**config.mk**
```make
export PLATFORM = sky130hd
export DESIGN_NAME = approx_prod_accum
export DESIGN_NICKNAME = d
export VERILOG_FILES = /design/src/rtl/approx_prod_accum.sv
export SDC_FILE = /design/constraint.sdc
export NUM_CORES = 1
export LEC_CHECK = 0
export ABC_AREA = 1
export CORE_AREA = 2 2 103 105
export DETAILED_ROUTE_END_ITERATION = 6
export DIE_AREA = 0 0 105 107
export GPL_TIMING_DRIVEN = 0
export PLACE_DENSITY = 0.67
export RECOVER_POWER = 100
export SLEW_MARGIN = 20
export SYNTH_ARGS = -nofsm -noshare
export SYNTH_HDL_FRONTEND = slang
export SYNTH_SLANG_ARGS = --single-unit
```
**constraint.sdc**
```tcl
create_clock -name clk -period 2.1 [get_ports clk]
set_clock_uncertainty 0.1 [all_clocks]
set_input_delay 0.42 -clock clk [delete_from_list [all_inputs] [get_ports clk]]
set_output_delay 0.42 -clock clk [all_outputs]
set_load 0.02 [all_outputs]
```
**src/rtl/approx_prod_accum.sv**
```systemverilog
// Packet accumulator behind the approximate multiplier: sums products per packet, reports sum/count/overflow.
// Latency: result valid one cycle after the last beat is accepted. One bubble per packet on the input side.
// Backpressure: result held while out_ready=0; in_ready stays low until the result is taken.
module approx_prod_accum #(
    parameter int PROD_W = 16,
    parameter int ACC_W  = 24,
    parameter int CNT_W  = 8
) (
    input  logic              clk,
    input  logic              rst_n,
    input  logic              clr,
    input  logic              in_valid,
    output logic              in_ready,
    input  logic [PROD_W-1:0] in_prod,
    input  logic              in_last,
    output logic              out_valid,
    input  logic              out_ready,
    output logic [ACC_W-1:0]  out_acc,
    output logic [CNT_W-1:0]  out_cnt,
    output logic              out_ovf
);

    typedef enum logic {
        ST_ACC  = 1'b0,
        ST_HOLD = 1'b1
    } state_t;

    state_t             state_q;
    logic [ACC_W-1:0]   acc_q;
    logic [ACC_W-1:0]   acc_d;
    logic [CNT_W-1:0]   cnt_q;
    logic [CNT_W-1:0]   cnt_d;
    logic               ovf_q;
    logic               ovf_d;
    logic [ACC_W:0]     sum;
    logic               accept;

    // rst_n is folded in so the source sees not-ready the instant reset asserts.
    assign in_ready = rst_n && (state_q == ST_ACC) && !clr;
    assign accept   = in_valid && in_ready;

    always_comb begin
        sum   = {1'b0, acc_q} + {{(ACC_W + 1 - PROD_W){1'b0}}, in_prod};
        acc_d = sum[ACC_W] ? {ACC_W{1'b1}} : sum[ACC_W-1:0];
        ovf_d = ovf_q | sum[ACC_W];
        cnt_d = (&cnt_q) ? cnt_q : cnt_q + {{(CNT_W-1){1'b0}}, 1'b1};
    end

    always_ff @(posedge clk or negedge rst_n) begin
        if (!rst_n) begin
            state_q   <= ST_ACC;
            acc_q     <= '0;
            cnt_q     <= '0;
            ovf_q     <= 1'b0;
            out_valid <= 1'b0;
            out_acc   <= '0;
            out_cnt   <= '0;
            out_ovf   <= 1'b0;
        end else begin
            case (state_q)
                ST_ACC: begin
                    if (clr) begin
                        acc_q <= '0;
                        cnt_q <= '0;
                        ovf_q <= 1'b0;
                    end else if (accept) begin
                        if (in_last) begin
                            out_acc   <= acc_d;
                            out_cnt   <= cnt_d;
                            out_ovf   <= ovf_d;
                            out_valid <= 1'b1;
                            state_q   <= ST_HOLD;
                            acc_q     <= '0;
                            cnt_q     <= '0;
                            ovf_q     <= 1'b0;
                        end else begin
                            acc_q <= acc_d;
                            cnt_q <= cnt_d;
                            ovf_q <= ovf_d;
                        end
                    end
                end
                ST_HOLD: begin
                    if (out_ready) begin
                        out_valid <= 1'b0;
                        state_q   <= ST_ACC;
                    end
                end
                default: state_q <= ST_ACC;
            endcase
        end
    end

endmodule

```
==> out/metrics.csv <==
metric,value,unit
"EDFF count, synth",0,
sequential area share after synthesis,39.04,%
Total GRT Usage,22.81,%
Mapped Cells,641,
cell row count,37,
min Tclk post-route,2.128,ns
critical path depth,14,
CTS tree,done,
type of the worst setup path,reg -> reg,
Synth top cells by count,"309 x nand2_1, 83 x inv_1, 68 x dfrtp_1",
endpoints failing hold,0,
"worst slack, placed",-0.6830,ns
Sink Count,68,
via count,4247,
placed cells,834,
Root Buffer,clkbuf_8,
largest cells by area after synthesis,"dfrtp_1 39%, nand2_1 27%, inv_1 7.1%, ha_1 4.9%, nand3_1 3.9%",
CTS buffer count,9,
status,"finished, violations left",
Pleak,3.284,nW
worst setup margin,-0.02789,ns
yosys warns,0,
Max Slew Vio Count,0,
vias in the first global route,4290,
worst min path class,reg -> reg,
FF-to-FF Start,acc_q[0]$_DFFE_PN0P_,
top-count cell post-synth,nand2_1,
largest net degree at the start of global routing,31,
Die W,105,µm
first-pass GRT wire length,20290,µm
final non-filler cell total,872,
VDD IR max,387.1,µV
Worst R2R Path Depth,14,
Vias/cell,4.870,
Netlist cell types,31,
CP arrival,2.28,ns
DRT iter0 DRCs,203,
Core ar.,10090,µm²
H-tree lvl count,3,
synthesis-to-layout area growth,36.97,%
"Max FO, Critical Path",6,
syn nets,681,
post-synthesis average cell area,6.801,µm²
maximum clock path buffer count,2,
Die ar.,11240,µm²
"flops & latches, synth",68,
f_max,470.0,MHz
Crit-path slowest cell,dfrtp_1,
Post-Syn Area,4359,µm²
Routed Antenna Nets,0,
post-layout net count,770,
total power draw,3.505,mW
Clock Latency Late Sink,0.36,ns
initial antenna violation count,1,
Final HPWL DP,8726,µm
"Primary FF master, synth",dfrtp_1,
"Buf+Inv Stages, Crit Path",2,
DRC Markers,0,
Die Span Y,107,µm
final setup fails,10,
RSZ-0062 raised after global routing,yes,
"Critical Path, Cell by Cell","ha_2, fa_2, nand2_2, nand2_2, nand3_2, nand2_2, nand2_2, nand2_4, nand2_8, buf_12, buf_16, nand2_2, nand2_1, nand2_1",
pwr dens,587.0,nW/µm²
clock-pin transition on the worst setup and hold timing paths,0.08,ns
failing checks,negative setup slack,
Worst Path Required,2.26,ns
Port Buffer Count,56,
share of synthesized registers carrying an async set or reset,100.0,%
"Top cell by count, worst path",nand2_2,
Yosys top cell area share,39.04,%
number of cells on the worst hold path,2,
GP Congestion,0.9066,
Rel. slew slack,31.74,%
starting density of the core,43.19,%
share of cells above drive strength 1,19.46,%
Max Cap Viol,0,
GRT overflow,0,
Slew @ Worst Pin,1.024,ns
Routed WL,12000,µm
DR WL/cell,13.76,µm
IO Count,57,
first-pass iteration count of the detailed router,4,
Worst Hold Launch,out_acc[8]$_DFFE_PN0P_,
Crit path largest cell delay,0.39,ns
CP Launch Point,acc_q[0]$_DFFE_PN0P_,
largest area contributor in the netlist,dfrtp_1,
Critical Path Source Type,flop,
CP endpoint kind,flop,
Hold Slack,0.3708,ns
Final Cycle Share,101.3,%
Crit path max-delay family,simple AND/OR/NAND/NOR gates,
stage by stage:
stage	setup TNS [ns]	instance area, µm²	util [%]
5_1_grt	-2.258	5971	59.16
3_5_place_dp	-35.71	5110	50.63
4_1_cts	-1.024	5807	57.54
6_report	-0.1623	5971	59.16
3_3_place_gp	-302.69	5092	50.46
2_1_floorplan	0	4362	-
state kept, by name (all words and copies together), names as in the netlist:
name and flops:
out_valid 1, acc_q 24, out_cnt 8, cnt_q 8, out_ovf 1, ovf_q 1, state_q 1, out_acc 24
routing by layer:
metal | global-route usage, % | up-vias | share of wire, %
met5 | 0 | - | 0
li1 | - | 2144 | -
met4 | 8.571 | 0 | 2.4
met2 | 39.98 | 85 | 49
met3 | 3.830 | 21 | 3.9
met1 | 28.16 | 1997 | 45
worst reg2reg max path: cells and delay by family, from the launching register on:
family / cells / cell delay [ns]
simple gates: 10 / 0.75
flops: 1 / 0.39
buf+inv: 2 / 0.24
fa+ha+maj: 2 / 0.55
final cells by class:
| cell class | instances | area [µm²] |
|---|---|---|
| Buffer | 15 | 96.34 |
| Clock inverter | 7 | 75.07 |
| Clock buffer | 9 | 123.9 |
| Inverter | 85 | 319.1 |
| Sequential cell | 68 | 1702 |
| Tap cell | 136 | 170.2 |
| Fill cell | 980 | 4121 |
| Multi-Input combinational cell | 473 | 2708 |
| Timing Repair Buffer | 78 | 774.5 |
| Antenna cell | 1 | 2.502 |
report_power, final:
part | switching (mW) | internal, mW | leakage, nW | total (mW)
Clock | 0.563 | 0.554 | 0.104 | 1.12
Combinational | 0.526 | 0.384 | 2.26 | 0.910
Sequential | 0.0603 | 1.42 | 0.919 | 1.48
layout by cell type, fill, tap and decap left out, drive strengths merged:
cell type,count
dlymetal6s2s,3
a21o,1
ha,17
nand2,315
xor2,13
inv,86
nand3,44
clkdlybuf4s25,2
or2,3
clkbuf,18
o22ai,2
and2,2
nor3,2
nand4,6
dlygate4sd3,37
dlygate4sd2,3
nand3b,1
clkinv,5
o21ai,13
a2bb2oi,1
clkdlybuf4s50,15
a21oi,11
bufinv,1
diode,1
a22o,3
dfrtp,68
buf,24
nor2,38
fa,1
final timing paths:
kind / to / slack (ns)
max in group asynchronous: acc_q[18]$_DFFE_PN0P_ / 0.29
max reg2reg: out_acc[5]$_DFFE_PN0P_ / -0.03
min in group asynchronous: out_cnt[2]$_DFFE_PN0P_ / 0.85
min reg2reg: out_acc[8]$_DFFE_PN0P_ / 0.37
min: out_acc[8]$_DFFE_PN0P_ / 0.37
max: out_acc[5]$_DFFE_PN0P_ / -0.03
cells by family (layout without fill, tap and decap cells):
kind of cell | count (synthesis) | in the layout | synth area share, %
AO/OA/AOI/OAI | 31 | 31 | 4.105
XOR/XNOR | 13 | 13 | 2.612
buffers and inverters | 100 | 194 | 9.357
AND/OR/NAND/NOR | 411 | 411 | 39.55
flip-flops | 68 | 68 | 39.04
adder cells (fa/ha/maj) | 18 | 18 | 5.339
other | 0 | 1 | 0
repair_timing:
action	4_1_cts	5_1_grt
hold buffers	4	1
cloned	3	0
setup buffers	10	4
pin swaps	18	17
endpoints found under the hold margin	30	6
resized for setup	52	61
setup endpoints to repair	51	50
(Power assumes the default switching activity.)
